## src/rtl/trade_tape.sv

```systemverilog
// trade_tape: timestamped show-ahead FIFO of order-book matches with running trade statistics.
// Statistics follow every match, whether it is queued or dropped on a full FIFO.
module trade_tape #(
    parameter int DEPTH = 8,
    parameter int TS_W  = 16
) (
    input  logic                   clk,
    input  logic                   rst,
    input  logic                   match_valid,
    input  logic [7:0]             match_price,
    input  logic                   stats_clr,
    output logic                   out_valid,
    input  logic                   out_ready,
    output logic [TS_W-1:0]        out_ts,
    output logic [7:0]             out_price,
    output logic [$clog2(DEPTH):0] level,
    output logic [7:0]             last_price,
    output logic [8:0]             price_delta,
    output logic [15:0]            trade_count,
    output logic [7:0]             drop_count,
    output logic                   overflow
);
    localparam int AW = $clog2(DEPTH);
    localparam int LW = AW + 1;
    localparam logic [LW-1:0] FULL_LEVEL = LW'(DEPTH);

    logic [TS_W-1:0] ts_mem_q    [DEPTH];
    logic [7:0]      price_mem_q [DEPTH];

    logic [AW-1:0]   wr_ptr_q, wr_ptr_d;
    logic [AW-1:0]   rd_ptr_q, rd_ptr_d;
    logic [LW-1:0]   level_q, level_d;
    logic [TS_W-1:0] ts_q, ts_d;
    logic [7:0]      last_price_q, last_price_d;
    logic [8:0]      price_delta_q, price_delta_d;
    logic [15:0]     trade_count_q, trade_count_d;
    logic [7:0]      drop_count_q, drop_count_d;
    logic            overflow_q, overflow_d;
    logic            has_last_q, has_last_d;

    logic            pop, push, drop, full;
    logic [15:0]     trade_base;
    logic [7:0]      drop_base;
    logic            has_last_base;

    always_comb begin
        full     = (level_q == FULL_LEVEL);
        pop      = (level_q != '0) && out_ready;
        push     = match_valid && (!full || pop);
        drop     = match_valid && full && !pop;
        wr_ptr_d = wr_ptr_q + AW'(push);
        rd_ptr_d = rd_ptr_q + AW'(pop);
        level_d  = level_q + LW'(push) - LW'(pop);
        ts_d     = ts_q + TS_W'(1);

        // A clear in the same cycle as a match wipes the old stats first, then counts the match.
        trade_base    = stats_clr ? '0 : trade_count_q;
        drop_base     = stats_clr ? '0 : drop_count_q;
        has_last_base = stats_clr ? 1'b0 : has_last_q;

        trade_count_d = trade_base;
        drop_count_d  = drop_base;
        has_last_d    = has_last_base;
        overflow_d    = stats_clr ? 1'b0 : overflow_q;
        price_delta_d = stats_clr ? '0 : price_delta_q;
        last_price_d  = last_price_q;

        if (match_valid) begin
            trade_count_d = (trade_base == 16'hFFFF) ? trade_base : trade_base + 16'd1;
            last_price_d  = match_price;
            price_delta_d = has_last_base ? ({1'b0, match_price} - {1'b0, last_price_q}) : '0;
            has_last_d    = 1'b1;
        end

        if (drop) begin
            drop_count_d = (drop_base == 8'hFF) ? drop_base : drop_base + 8'd1;
            overflow_d   = 1'b1;
        end
    end

    always_ff @(posedge clk) begin
        if (rst) begin
            wr_ptr_q      <= '0;
            rd_ptr_q      <= '0;
            level_q       <= '0;
            ts_q          <= '0;
            last_price_q  <= '0;
            price_delta_q <= '0;
            trade_count_q <= '0;
            drop_count_q  <= '0;
            overflow_q    <= 1'b0;
            has_last_q    <= 1'b0;
        end else begin
            wr_ptr_q      <= wr_ptr_d;
            rd_ptr_q      <= rd_ptr_d;
            level_q       <= level_d;
            ts_q          <= ts_d;
            last_price_q  <= last_price_d;
            price_delta_q <= price_delta_d;
            trade_count_q <= trade_count_d;
            drop_count_q  <= drop_count_d;
            overflow_q    <= overflow_d;
            has_last_q    <= has_last_d;
        end
    end

    // Entries carry the pre-increment timestamp of the cycle the match arrived in.
    always_ff @(posedge clk) begin
        if (rst) begin
            for (int i = 0; i < DEPTH; i++) begin
                ts_mem_q[i]    <= '0;
                price_mem_q[i] <= '0;
            end
        end else if (push) begin
            ts_mem_q[wr_ptr_q]    <= ts_q;
            price_mem_q[wr_ptr_q] <= match_price;
        end
    end

    assign out_valid   = (level_q != '0);
    assign out_ts      = ts_mem_q[rd_ptr_q];
    assign out_price   = price_mem_q[rd_ptr_q];
    assign level       = level_q;
    assign last_price  = last_price_q;
    assign price_delta = price_delta_q;
    assign trade_count = trade_count_q;
    assign drop_count  = drop_count_q;
    assign overflow    = overflow_q;

endmodule

```

## config.mk

```make
export PLATFORM = sky130hd
export DESIGN_NAME = trade_tape
export DESIGN_NICKNAME = d
export VERILOG_FILES = /design/src/rtl/trade_tape.sv
export SDC_FILE = /design/constraint.sdc
export NUM_CORES = 1
export LEC_CHECK = 0
export BUFFER_PORTS_ARGS = -buffer_cell sky130_fd_sc_hd__buf_2
export CAP_MARGIN = 20
export CORE_AREA = 4 4 161 163
export DETAILED_ROUTE_END_ITERATION = 16
export DIE_AREA = 0 0 165 167
export PLACE_DENSITY = 0.78
export SLEW_MARGIN = 20
export SYNTH_ARGS = -nofsm -noshare
export SYNTH_HDL_FRONTEND = slang
export SYNTH_SLANG_ARGS = --single-unit
```

## constraint.sdc

```tcl
create_clock -name clk -period 3.15 [get_ports clk]
set_clock_uncertainty 0.2 [all_clocks]
set_input_delay 0.315 -clock clk [delete_from_list [all_inputs] [get_ports clk]]
set_output_delay 0.315 -clock clk [all_outputs]
set_load 0.01 [all_outputs]
```

==> flow_summary.json <==
{
  "status": "finished clean",
  "grt_pass1_vias": 7452,
  "insertion_delay_ns": 0.53,
  "place_area_um2": 12900,
  "cts_tree": "yes",
  "ios": 84,
  "finalHoldViolations": 0,
  "final_nets": 1037,
  "postRouteAntennaNets": 0,
  "core_area_um2": 24300,
  "initial_core_util": 0.496,
  "rsz0062_at_grt": "no",
  "grt_pass1_wl_um": 40700,
  "fp.dieArea_um2": 27600,
  "drc": 0,
  "synth-seq-area-share": 0.592,
  "portBuffers": 83,
  "cts_root_buf": "clkbuf_16",
  "worst_slew_pin_slew_ns": 0.787,
  "drt_iter0_markers": 537,
  "hold_path_class": "input pin to register",
  "fmaxAchievable_ghz": 0.342,
  "dp_hpwl_um": 16300,
  "synth_cells": 921,
  "num_vias": 7386,
  "cp.required_ns": 2.63,
  "grt_usage": 0.187,
  "num_rows": 57,
  "cts.sinks": 261,
  "fin_crit_ns": 2.93,
  "syn_area_per_cell_um2": 13.1,
  "setup_viol_count_final": 0,
  "syn2layout_area_growth_pct": 14.8,
  "final_max_slew_viol_count": 0,
  "wl_per_cell_um": 19.0,
  "grt_antenna_before_repair": 0,
  "yosys_register_bits": 261,
  "post-route-period-util": 0.929,
  "finalCoreUtilization": 0.570,
  "crit_chain": "buf_4, mux4_2, mux2_2, buf_2",
  "post_cts_resized": 0,
  "async_flop_share": 0,
  "synth_edf_count": 192,
  "drt-pass1-iter-count": 5,
  "antenna_cells": 0,
  "drive_gt1_frac": 0.237,
  "endpoint_kind": "output pin",
  "design_area_um2": 13900,
  "die_w_um": 165,
  "vdd_drop_max_mv": 0.509,
  "crit_type": "register to output pin",
  "synth_area_leader_cell": "edfxtp_1",
  "grt_max_degree": 44,
  "cp.arrival_ns": 2.41,
  "netlist_area_um2": 12100,
  "clockBufferDepth": 3,
  "timing.hold.ws_ns": 0.0516,
  "start_kind": "register",
  "p_total_mw": 9.02,
  "critPathMaxStageDelay_ns": 0.58,
  "syn_nets": 956,
  "slew_headroom": 0.475,
  "gp_congestion": 0.826,
  "crit_fanout": 17,
  "cts_htree_levels": 1,
  "tns_ns": 0,
  "power.leakage_nw": 5.28,
  "synth_flop_cell": "edfxtp_1",
  "synth.distinct_cells": 61,
  "chipHeight_um": 167,
  "synth.area.top_cells": "edfxtp_1 (48%), dfxtp_1 (11%), mux4_2 (9.0%)",
  "drt_wl_total_um": 25600,
  "drt-vias-per-instance": 5.49,
  "synth_top_area_frac": 0.478,
  "p_per_area_nw_per_um2": 651,
  "cap_violations": 0,
  "yosysMostFrequentCell": "edfxtp_1",
  "grt-ovfl-total": 0,
  "critPathSlowestCell": "dfxtp_4",
  "numCtsBuffers": 26,
  "ys_warn_count": 0,
  "path_clk_slew_ns": 0.06,
  "yosys-top-cells-count": "edfxtp_1 (192), and2_1 (171), dfxtp_1 (69)"
}
## cell usage in the layout (no fill, tap or decap), types with 3 or more instances in the layout
cell           Yosys  routed
nor3_1            30      30
or3_1              6       6
bufinv_16          0       4
ha_1              20      20
nand2b_1           4       4
nand3_1           16      16
or2_2              9       9
nor3b_1            3       3
inv_1             22      22
clkbuf_8           0       4
clkbuf_16          0      27
buf_2              5      83
nand4_1           11      11
nor2b_1           12      12
o21ai_0           11      11
xnor2_1           17      17
o21a_1             3       3
clkinv_2           0       4
buf_12             0       3
nor2_1            66      66
mux2_2            25      25
clkinv_1           2       4
buf_4              1      16
and2_1           171     171
a21oi_1           24      24
clkbuf_1          49       6
a21o_1             5       5
nand2_1           29      29
mux4_2            48      48
edfxtp_1         192     192
dfxtp_1           69      67
nor4_4             1       3
dlygate4sd3_1      0       9
mux2i_1           12      12
xor2_1             9       9
and3_1             5       5
a211oi_1           4       4
## cells by family after synthesis
logic type | share of synthesized area
and+or+nand+nor | 0.181
muxes | 0.123
xor gates and xnor gates | 0.0189
buffers and inverters | 0.0266
adders and majority gates | 0.0240
DFF | 0.592
AOI/OAI and AO/OA | 0.0347
## critical path, delay by kind of cell, from the launching register on
| kind | cells | cell delay [ns] |
|---|---|---|
| DFF | 1 | 0.58 |
| muxes | 2 | 0.83 |
| buffers and inverters | 2 | 0.46 |
## final timing paths
check	from	end	slack (ns)	cells after the start
worst max-delay path	rd_ptr_q[0]	out_price[7]	0.22	4
worst min-delay path	out_ready	rd_ptr_q[0]	0.05	5
worst max register to register	level[2]	ts_mem_q[6][15]	0.51	7
worst min register to register	price_delta[5]	price_delta[5]	0.27	1
## where the power goes
| group | total [mW] | switching [mW] | internal (mW) |
|---|---|---|---|
| registers | 4.06 | 0.165 | 3.89 |
| logic | 1.71 | 0.840 | 0.866 |
| clock network | 3.26 | 1.28 | 1.99 |
| total | 9.02 | 2.28 | 6.74 |
## what timing repair did
item                                    CTS  global route
endpoints found under the setup margin    0             0
hold endpoints to repair                 12             0
hold buffers                              9             0
buffers inserted                          0             0
## cell type report
cell class	count	area (um^2)
Clock inverter	11	153
Inverter	25	93.8
Clock buffer	37	753
Multi-Input combinational cell	577	4620
Timing Repair Buffer	111	686
Tap cell	324	405
Fill cell	1888	10500
Sequential cell	261	7150
## stage by stage
step	worst slack [ns]	instances
floorplan	0.677	921
global placement	0.598	1289
detailed placement	0.528	1289
CTS	0.164	1346
global route	0.106	1346
finish	0.225	1346
## state kept, by name, summed over array words and instances, names as in the netlist
| signal | cells |
|---|---|
| has_last_q | 1 |
| rd_ptr_q | 3 |
| trade_count | 16 |
| wr_ptr_q | 3 |
| ts_q | 16 |
| level | 4 |
| last_price | 8 |
| price_mem_q | 64 |
| drop_count | 8 |
| overflow | 1 |
| ts_mem_q | 128 |
| price_delta | 9 |
## metal layers
metal	global-route usage	wire [um]	up-vias	share of wire
met5	0	0	-	0
li1	-	-	3492	-
met2	0.318	12800	233	0.50
met3	0.0316	1510	40	0.059
met1	0.249	10700	3621	0.42
met4	0.0452	558	0	0.022
Power figures use the tool's default switching activity.
